--- src/rtl/adder_display.sv ---
// Captures the 4-bit adder result {carry, out}, splits it into decimal digits with a
// subtract-by-ten engine, and drives a multiplexed 2-digit 7-segment display.
module adder_display #(
  parameter int REFRESH_DIV    = 50000,
  parameter bit SEG_ACTIVE_LOW = 1'b1
) (
  input  logic       clk,
  input  logic       rst_n,
  input  logic [3:0] sum_in,
  input  logic       carry_in,
  input  logic       load,
  output logic       busy,
  output logic [4:0] value_q,
  output logic [6:0] seg,
  output logic [1:0] dig
);

  localparam int            CW      = $clog2(REFRESH_DIV);
  localparam logic [CW-1:0] CNT_MAX = CW'(REFRESH_DIV - 1);

  typedef enum logic {IDLE = 1'b0, CONV = 1'b1} state_t;

  state_t        state_reg, state_next;
  logic [4:0]    value_reg;
  logic [4:0]    rem_reg;
  logic [1:0]    tens_reg;
  logic [1:0]    disp_tens_reg;
  logic [3:0]    disp_ones_reg;
  logic [CW-1:0] cnt_reg;
  logic          dig_sel_reg;
  logic          capture;
  logic          commit;
  logic [3:0]    digit;
  logic [6:0]    seg_on;
  logic [1:0]    dig_on;

  always_ff @(posedge clk or negedge rst_n) begin
    if (!rst_n) state_reg <= IDLE;
    else        state_reg <= state_next;
  end

  always_comb begin
    state_next = state_reg;
    case (state_reg)
      IDLE:    if (load) state_next = CONV;
      CONV:    if (rem_reg < 5'd10) state_next = IDLE;
      default: state_next = IDLE;
    endcase
  end

  always_comb begin
    busy    = (state_reg == CONV);
    capture = (state_reg == IDLE) && load;
    commit  = (state_reg == CONV) && (rem_reg < 5'd10);
  end

  // Old digits stay visible until the conversion commits.
  always_ff @(posedge clk or negedge rst_n) begin
    if (!rst_n) begin
      value_reg     <= 5'd0;
      rem_reg       <= 5'd0;
      tens_reg      <= 2'd0;
      disp_tens_reg <= 2'd0;
      disp_ones_reg <= 4'd0;
    end else if (capture) begin
      value_reg <= {carry_in, sum_in};
      rem_reg   <= {carry_in, sum_in};
      tens_reg  <= 2'd0;
    end else if (commit) begin
      disp_tens_reg <= tens_reg;
      disp_ones_reg <= rem_reg[3:0];
    end else if (state_reg == CONV) begin
      rem_reg  <= rem_reg - 5'd10;
      tens_reg <= tens_reg + 2'd1;
    end
  end

  always_ff @(posedge clk or negedge rst_n) begin
    if (!rst_n) begin
      cnt_reg     <= '0;
      dig_sel_reg <= 1'b0;
    end else if (cnt_reg == CNT_MAX) begin
      cnt_reg     <= '0;
      dig_sel_reg <= ~dig_sel_reg;
    end else begin
      cnt_reg <= cnt_reg + 1'b1;
    end
  end

  // Outputs decode registers only, so they cannot glitch on input activity.
  always_comb begin
    digit  = dig_sel_reg ? {2'b00, disp_tens_reg} : disp_ones_reg;
    dig_on = dig_sel_reg ? 2'b10 : 2'b01;
    case (digit)
      4'd0:    seg_on = 7'b0111111;
      4'd1:    seg_on = 7'b0000110;
      4'd2:    seg_on = 7'b1011011;
      4'd3:    seg_on = 7'b1001111;
      4'd4:    seg_on = 7'b1100110;
      4'd5:    seg_on = 7'b1101101;
      4'd6:    seg_on = 7'b1111101;
      4'd7:    seg_on = 7'b0000111;
      4'd8:    seg_on = 7'b1111111;
      4'd9:    seg_on = 7'b1101111;
      default: seg_on = 7'b0000000;
    endcase
    if (dig_sel_reg && (disp_tens_reg == 2'd0)) seg_on = 7'b0000000;
  end

  assign value_q = value_reg;
  assign seg     = {7{SEG_ACTIVE_LOW}} ^ seg_on;
  assign dig     = {2{SEG_ACTIVE_LOW}} ^ dig_on;

endmodule

--- config.mk ---
export PLATFORM = sky130hd
export DESIGN_NAME = adder_display
export DESIGN_NICKNAME = d
export VERILOG_FILES = /design/src/rtl/adder_display.sv
export SDC_FILE = /design/constraint.sdc
export NUM_CORES = 1
export LEC_CHECK = 0
export CAP_MARGIN = 20
export CORE_MARGIN = 2
export CORE_UTILIZATION = 45
export DETAILED_ROUTE_END_ITERATION = 7
export GPL_ROUTABILITY_DRIVEN = 0
export HOLD_SLACK_MARGIN = 0.05
export PLACE_DENSITY = 0.79
export SYNTH_ARGS = -nofsm -noshare
export SYNTH_HDL_FRONTEND = slang
export SYNTH_SLANG_ARGS = --single-unit
--- constraint.sdc ---
create_clock -name clk -period 3.19 [get_ports clk]
set_clock_uncertainty 0.2 [all_clocks]
set_input_delay 0.7975 -clock clk [delete_from_list [all_inputs] [get_ports clk]]
set_output_delay 0.7975 -clock clk [all_outputs]
set_load 0.005 [all_outputs]
# == After elaboration in Yosys (flattened, before gate mapping) ==
# Memories as Yosys holds them, arrays and structs flattened.
# Index checks and enable logic that the tools add are counted.
# op_classes
addsub,3
mul,0
div_mod_pow,0
order_cmp,1
eq_ne,2
n_shift,0
mux,13
bitwise_logic,5
reduce_logical,7
# ops
operator,n
$add A16 B1 Y16 const B,1
$eq A16 B16 Y1 const B,1
$mux W16,1
$mux W5,3
$mux W2,4
$mux W7,1
$not A7 Y7,1
$lt A5 B4 Y1 const B,1
$sub A5 B4 Y5 const B,1
$mux W4,1
$reduce_and A2 Y1,2
$logic_and A1 B1 Y1,3
$not A1 Y1,3
$add A2 B1 Y2 const B,1
$logic_not A2 Y1,1
$mux W1,2
$ne A2 B2 Y1 const B,1
$not A2 Y2,1
$pmux W1 S2,1
$reduce_bool A2 Y1,1
# totals
regBits,36
latchBits,0
ramBits,0
rom_bits,112
output_inout_bits,15
memories,1
# memory_table
memory,depth,word_bits,rd,rd_clocked_by_memory_dff,write_ports,line,rtl
(no name shown),16,7,1,0,0,94,case (digit)

# == Depth between registers and ports, before layout ==
# Gate-level depths: netlist (run 1).
# logic_depth
depth_word,4
depth_mapped,8
depth_no_buf,7

# == Worst setup path before layout (run 1) ==
# Ideal clock, no wire load.
# synth_path
kind,register to output
start,register dig_sel_reg
end,output seg[5]
arrival_time_ps,1674
path_slack_ps,518
path_stages_with_launch,9
path_buffers,1
path_cell_list,dfrtp_1 buf_2 mux2_2 inv_1 ha_1 nor2_1 a21oi_1 o22ai_1 or2_2
# synth_via
elab_chain_cells,4
elab_cells_between_ends,5
classes_between,2 x mux; 1 x bitwise; 1 x reduce/logical; 1 x memory
# synth_rtl
item,line,rtl
start: declaration,30,logic dig_sel_reg;
start signal: assignment,84,dig_sel_reg <= ~dig_sel_reg;
$mux W4,92,"digit = dig_sel_reg ? {2'b00, disp_tens_reg} : disp_ones_reg;"
$mem_v2 Z16 W7,-,
$mux W7 (*),107,if (dig_sel_reg && (disp_tens_reg == 2'd0)) seg_on = 7'b0000000;
$not A7 Y7 (no source line) (*),-,
end: declaration,14,"output logic [6:0] seg,"
# Mark *: on every way between the ends. The rest lies on a longest branch, timed or not.

# == Worst setup path in the final report (run 1) ==
# layout_path
start,register dig_sel_reg
end,output seg[3]
# The elaborated chain is that of the path after synthesis.

==> insert_results.sql, run 1 <==
INSERT INTO impl_metrics (metric_group, metric, value, unit) VALUES
('run_status', 'status', 'complete, no violations', ''),
('final_layout', 'register_area', '902', 'µm²'),
('clock_tree', 'clkLatencyLatePin', '290', 'ps'),
('synth', 'synth_cell_types', '37', ''),
('sta', 'fmax', '325', 'MHz'),
('sta', 'fin_crit', '3080', 'ps'),
('global_routing', 'global_route.overflow_total', '0', ''),
('sta', 'timing_max_transition_violations_final', '0', ''),
('synth', 'synthCells', '191', ''),
('setup_path', 'ff2ff_setup_slack', '1290', 'ps'),
('clock_tree', 'clock_tree.htree_level_count', '2', ''),
('final_layout', 'final_core_utilization', '0.579', ''),
('sta', 'finalHoldViolCount', '0', ''),
('synth', 'mappedNetlistArea', '1860', 'µm²'),
('floorplanning', 'die_height', '68.3', 'µm'),
('placement', 'portBuffers', '22', ''),
('clock_tree', 'cts-buffers-inserted', '5', ''),
('synth', 'post_synth_edffs', '0', ''),
('setup_path', 'crit_start', 'dig_sel_reg', ''),
('final_layout', 'largest_register_ffs', '16', ''),
('run', 'cap_viol_max_count', '0', ''),
('global_routing', 'grt_first_pass_wirelength', '6100', 'µm'),
('clock_tree', 'root_buffer', 'clkbuf_8', ''),
('power', 'switching_share', '0.345', ''),
('floorplanning', 'boundaryPins', '23', ''),
('setup_path', 'worst_ep_arrival_time', '2080', 'ps'),
('synth', 'synth_flop_cell', 'dfrtp_1', ''),
('min_path', 'hp-class', 'flop to flop', ''),
('routing', 'via_count', '1389', ''),
('synth', 'post_synth_most_frequent_cells', '36 x dfrtp_1, 25 x nand2_1, 19 x nor2_1', ''),
('setup_path', 'r2r_start', 'rem_reg[1]', ''),
('synth', 'yosysWarningCount', '0', ''),
('setup_path', 'path_max_fanout', '4', ''),
('setup_path', 'timing.critical_path.to_type', 'primary output', ''),
('min_path', 'hold_path.startpoint', 'value_q[4]', ''),
('synth', 'yosysSeqAreaShare', '0.484', ''),
('global_routing', 'antenna_found_initial', '0', ''),
('sta', 'hold-worst-slack', '280', 'ps'),
('final_layout', 'flow.area_growth_from_synthesis', '24.3', '%'),
('placement', 'placed_area', '2150', 'µm²'),
('synth', 'synth.net_count', '206', ''),
('sta', 'grt_setup_unrepaired', 'no', ''),
('sta', 'report.final.setup_viol', '0', ''),
('sta', 'crit_share_post_route', '0.964', ''),
('setup_path', 'cp-start-kind', 'flop', ''),
('power', 'total_leakage_power', '1.06', 'nW'),
('routing', 'post_drt_via_cell_ratio', '5.16', ''),
('setup_path', 'worstReg2RegEnd', 'disp_ones_reg[0]', ''),
('synth', 'yosys_register_bits', '36', ''),
('synth', 'synth.top_cell.area_share', '0.484', ''),
('final_layout', 'num_antenna_cells', '0', ''),
('setup_path', 'crit_required', '2190', 'ps'),
('routing', 'drt-total-wl', '3510', 'µm'),
('routing', 'drt-initial-drc-count', '44', ''),
('floorplanning', 'initial_utilization', '0.466', ''),
('placement', 'dpl.hpwl', '2450', 'µm'),
('final_layout', 'fin_nets', '236', ''),
('routing', 'route.detailed.wl_per_inst', '13.0', 'µm'),
('floorplanning', 'design.die.area', '4670', 'µm²'),
('sta', 'max_slew.worst_pin.slew', '445', 'ps'),
('floorplanning', 'placement_rows', '23', ''),
('sta', 'finalSetupTns', '0', 'ps'),
('clock_tree', 'clk_transition_reported_paths', '60', 'ps'),
('global_routing', 'globalRouteTotalUtil', '0.178', ''),
('final_layout', 'drive_gt1_frac', '0.146', ''),
('final_layout', 'final_cell_area', '2320', 'µm²'),
('synth', 'avg_inst_size_synth', '9.75', 'µm²'),
('power', 'vdd.ir_drop.worst', '0.000555', 'V'),
('sta', 'timing.max_slew.rel_slack', '0.703', ''),
('routing', 'detail_route.drc_violations', '0', ''),
('floorplanning', 'core', '4000', 'µm²');
==> stage by stage <==
| stage | power, mW | worst slack [ps] |
|---|---|---|
| final | 1.85 | 114 |
| after global routing | 2.00 | 2.49 |
| after CTS | 1.82 | 12.2 |
| after detailed placement | 1.48 | 126 |
| after global placement | 1.46 | 195 |
| after floorplan | 1.14 | 518 |
==> power by group through the flow <==
stage | Combinational [mW] | Sequential, mW | Clock [mW]
2_1_floorplan | 0.493 | 0.645 | 0
3_3_place_gp | 0.757 | 0.703 | 0
3_5_place_dp | 0.776 | 0.708 | 0
4_1_cts | 0.819 | 0.708 | 0.294
5_1_grt | 0.950 | 0.736 | 0.314
6_report | 0.850 | 0.714 | 0.282
==> worst min path at each step <==
| stage | endpoint | slack, ps | depth (start not counted) |
|---|---|---|---|
| global route | value_q[3] | 300 | 2 |
| global placement | value_q[4] | 260 | 2 |
| CTS | value_q[3] | 290 | 2 |
| finish | value_q[4] | 280 | 2 |
| detailed placement | value_q[2] | 260 | 2 |
| floorplan | rem_reg[0] | 240 | 2 |
==> cell type report <==
type / count / share of cell area
multi-input cells: 140 / 0.414
flip-flops and latches: 36 / 0.390
repair buffers: 29 / 0.124
inverters: 9 / 0.0157
well taps: 50 / 0.0270
clock buffers: 5 / 0.0297
==> cells by family (layout without fill, tap and decap cells) <==
| family | count (synthesis) | count (layout) | synth area share |
|---|---|---|---|
| XOR/XNOR | 16 | 16 | 0.0752 |
| AO/OA/AOI/OAI | 27 | 27 | 0.0900 |
| buffers and inverters | 15 | 43 | 0.0336 |
| flip-flops | 36 | 36 | 0.484 |
| multiplexers | 9 | 9 | 0.0531 |
| adder cells (fa/ha/maj) | 7 | 7 | 0.0470 |
| AND/OR/NAND/NOR | 81 | 81 | 0.218 |
==> worst max-delay path, stage by stage (launching register included) <==
cell and delay, ps:
dfrtp_2 450, mux2i_4 200, buf_6 130, buf_12 120
ha_4 250, nand2b_1 90, a21oi_1 60, a211o_1 240
dlygate4sd2_1 260
==> layout by cell type, fill, tap and decap left out, types with 2 or more instances in the layout <==
cell type	Yosys	routed
mux2_2	7	6
clkdlybuf4s50_1	0	17
nor3_1	4	4
nand2_1	25	25
nor2_1	19	19
nand4_1	4	4
o21ai_0	8	7
nand2b_1	4	4
a21oi_1	5	5
xnor2_1	9	9
nor2b_1	5	5
nand3_1	9	9
inv_1	9	8
dfrtp_1	36	35
ha_1	7	5
buf_4	1	5
o22ai_1	3	2
a211o_1	3	3
dlygate4sd2_1	0	3
clkbuf_8	0	5
nor4_1	3	3
xor2_1	7	7
==> routing by layer <==
layer	share of wire	vias up	routed length, µm	track usage
li1	-	713	-	-
met1	0.49	642	1730	0.248
met2	0.45	29	1580	0.262
met3	0.039	5	138	0.0493
met4	0.019	0	66	0.0750
met5	0	-	0	0
==> timing repair <==
| action | CTS | global route |
|---|---|---|
| hold buffers | 0 | 0 |
| pin swaps | 1 | 0 |
| gates resized for setup | 14 | 8 |
| endpoints found under the setup margin | 7 | 4 |
| setup buffers | 2 | 1 |
Note: power is estimated with default switching activity, not from simulation.
==> inputs of run 2 (changes only) <==
--- a/config.mk
+++ b/config.mk
@@ -6,7 +6,6 @@
 export NUM_CORES = 1
 export LEC_CHECK = 0
 export CAP_MARGIN = 20
-export CORE_MARGIN = 2
 export CORE_UTILIZATION = 45
 export DETAILED_ROUTE_END_ITERATION = 7
 export GPL_ROUTABILITY_DRIVEN = 0
==> run 2 against run 1 <==
Sequential share of layout area decreased by 0.063 points. Clock power rose by 15%. First-iteration DRC count up 48%. Highest routed layer unchanged. Register-to-register slack about the same. Power is 1.0% higher. Via count rose by 2.2%. Hold slack got worse by 2.5 ps. Critical path depth decreased by 1.
==> insert_results.sql, run 2 (synthesized netlist as in run 1, its figures left out) <==
INSERT INTO impl_metrics (metric_group, metric, value, unit) VALUES
('setup_path', 'rr_worst_depth', '6', ''),
('sta', 'fin_crit', '3090', 'ps'),
('placement', 'portBuffers', '22', ''),
('global_routing', 'number_of_global_route_vias_before_repair', '1357', ''),
('final_layout', 'num_antenna_cells', '0', ''),
('floorplanning', 'initial_utilization', '0.466', ''),
('setup_path', 'path_max_fanout', '4', ''),
('routing', 'drt-initial-drc-count', '65', ''),
('clock_tree', 'cts-buffers-inserted', '5', ''),
('floorplanning', 'core', '4000', 'µm²'),
('setup_path', 'cp-start-kind', 'flop', ''),
('setup_path', 'timing.setup.critical_path_class', 'flop to primary output', ''),
('placement', 'dpl.hpwl', '2330', 'µm'),
('final_layout', 'final_core_utilization', '0.580', ''),
('global_routing', 'grt_first_pass_wirelength', '6090', 'µm'),
('setup_path', 'crit_required', '2190', 'ps'),
('clock_tree', 'root_buffer', 'clkbuf_8', ''),
('setup_path', 'top_delay_family_on_crit_path', 'flip-flops', ''),
('routing', 'detail_route.first_pass.iterations', '4', ''),
('final_layout', 'fin_nets', '235', ''),
('power', 'power_after_layout', '1.87', 'mW'),
('min_path', 'hp-class', 'flop to flop', ''),
('floorplanning', 'boundaryPins', '23', ''),
('final_layout', 'flow.area_growth_from_synthesis', '24.5', '%'),
('routing', 'via_count', '1420', ''),
('setup_path', 'cell_chain_critical_path', 'mux2_4 > buf_6 > ha_4 > a21oi_2 > o22ai_1 > or2_2 > dlygate4sd2_1', ''),
('sta', 'report.final.setup_viol', '0', ''),
('clock_tree', 'tritoncts', 'built', ''),
('clock_tree', 'cts-root-to-sink-buffers', '2', ''),
('sta', 'max_slew.worst_pin.slew', '462', 'ps'),
('min_path', 'hold_path_end', 'value_q[4]', ''),
('clock_tree', 'cts.sinks', '36', ''),
('sta', 'crit_share_post_route', '0.970', ''),
('sta', 'grt_setup_unrepaired', 'no', ''),
('final_layout', 'layout.cells.most_common', 'dfrtp_1', ''),
('final_layout', 'layout.cells.most_common_list', '35 x dfrtp_1, 25 x nand2_1, 19 x nor2_1', ''),
('global_routing', 'global_route.overflow_total', '0', ''),
('power', 'power-per-cell-area', '804', 'nW/µm²'),
('setup_path', 'r2r_start', 'rem_reg[1]', ''),
('routing', 'drt-total-wl', '3470', 'µm'),
('final_layout', 'largest_register_ffs', '16', ''),
('sta', 'finalHoldViolCount', '0', ''),
('setup_path', 'timing.critical_path.to_type', 'primary output', ''),
('power', 'vdd.ir_drop.worst', '0.000431', 'V'),
('power', 'total_leakage_power', '1.05', 'nW'),
('routing', 'postRouteAntennaNets', '0', ''),
('min_path', 'hold_path.startpoint', 'value_q[4]', ''),
('setup_path', 'maximum_cell_stage_delay_along_the_critical_path', '450', 'ps'),
('routing', 'detail_route.drc_violations', '0', ''),
('global_routing', 'grt_start_max_net_pins', '37', ''),
('final_layout', 'final.fill_count', '336', ''),
('sta', 'timing.max_slew.rel_slack', '0.691', ''),
('setup_path', 'crit_start', 'dig_sel_reg', ''),
('clock_tree', 'clock_tree.htree_level_count', '2', ''),
('setup_path', 'ff2ff_setup_slack', '1290', 'ps'),
('final_layout', 'drive_gt1_frac', '0.154', ''),
('global_routing', 'globalRouteTotalUtil', '0.187', ''),
('setup_path', 'critical_path.slowest_cell', 'dfrtp_2', ''),
('min_path', 'timing.hold.worst_path_depth', '2', ''),
('floorplanning', 'chipWidth', '66.3', 'µm'),
('sta', 'finalSetupTns', '0', 'ps'),
('run', 'cap_viol_max_count', '0', ''),
('placement', 'numPlacedInstances', '260', ''),
('sta', 'timing_max_transition_violations_final', '0', ''),
('setup_path', 'worstReg2RegEnd', 'disp_tens_reg[0]', ''),
('floorplanning', 'placement_rows', '23', ''),
('floorplanning', 'die_height', '66.3', 'µm'),
('run_status', 'status', 'complete, no violations', ''),
('global_routing', 'antenna_found_initial', '0', ''),
('floorplanning', 'design.die.area', '4400', 'µm²'),
('clock_tree', 'clkLatencyLatePin', '280', 'ps'),
('routing', 'post_drt_via_cell_ratio', '5.24', ''),
('final_layout', 'layoutNonFillerInstCount', '271', ''),
('setup_path', 'crit_buf_inv', '2', ''),
('setup_path', 'worst_ep_arrival_time', '2100', 'ps'),
('sta', 'fmax', '323', 'MHz'),
('routing', 'route.detailed.wl_per_inst', '12.8', 'µm'),
('clock_tree', 'clk_transition_reported_paths', '70', 'ps');
run 2: power breakdown:
| group | internal, mW | switching [mW] |
|---|---|---|
| clock network | 0.176 | 0.148 |
| registers | 0.572 | 0.138 |
| logic | 0.470 | 0.362 |
| total | 1.22 | 0.648 |
run 2: layer usage:
| metal | vias up | GRT usage | routed length, µm |
|---|---|---|---|
| li1 | 713 | - | - |
| met1 | 671 | 0.238 | 1600 |
| met2 | 30 | 0.300 | 1670 |
| met3 | 6 | 0.0569 | 135 |
| met4 | 0 | 0.0638 | 59 |
| met5 | - | 0 | 0 |
run 2: stage by stage:
stage / setup slack (ps) / hold slack, ps / instance area, µm²
finish: 95.4 / 277 / 2320
global route: 7.70 / 301 / 2320
CTS: 44.3 / 277 / 2270
detailed placement: 125 / 261 / 2140
global placement: 200 / 258 / 2140
floorplan: 518 / 242 / 1860
run 2: final cells by class:
class | count | area [µm²] | share of cell area
sequential | 36 | 902 | 0.389
clock buffer | 8 | 90.1 | 0.0388
inverter | 9 | 33.8 | 0.0146
multi-input combinational | 140 | 968 | 0.417
tap | 50 | 62.6 | 0.0270
timing repair buffer | 28 | 263 | 0.113
run 2: what timing repair did:
action                                 CTS  global route
setup endpoints to repair                7             6
resized for setup                       14             9
endpoints found under the hold margin    0             0
setup buffers                            3             0
pin swaps                                2             1
hold buffers                             0             0
run 2: worst max-delay path by stage:
stage | endpoint | slack [ps] | cells past startpoint
2_1_floorplan | seg[5] | 520 | 8
5_1_grt | seg[2] | 8 | 6
3_3_place_gp | seg[5] | 200 | 8
3_5_place_dp | seg[5] | 120 | 8
4_1_cts | seg[2] | 40 | 6
6_report | seg[5] | 100 | 7
run 2: worst register-to-register path, delay by kind of cell (launching register included):
family	cells	cell delay, ps
flops	1	410
simple gates	3	470
fa+ha+maj	1	250
buf+inv	1	90
mux	1	370
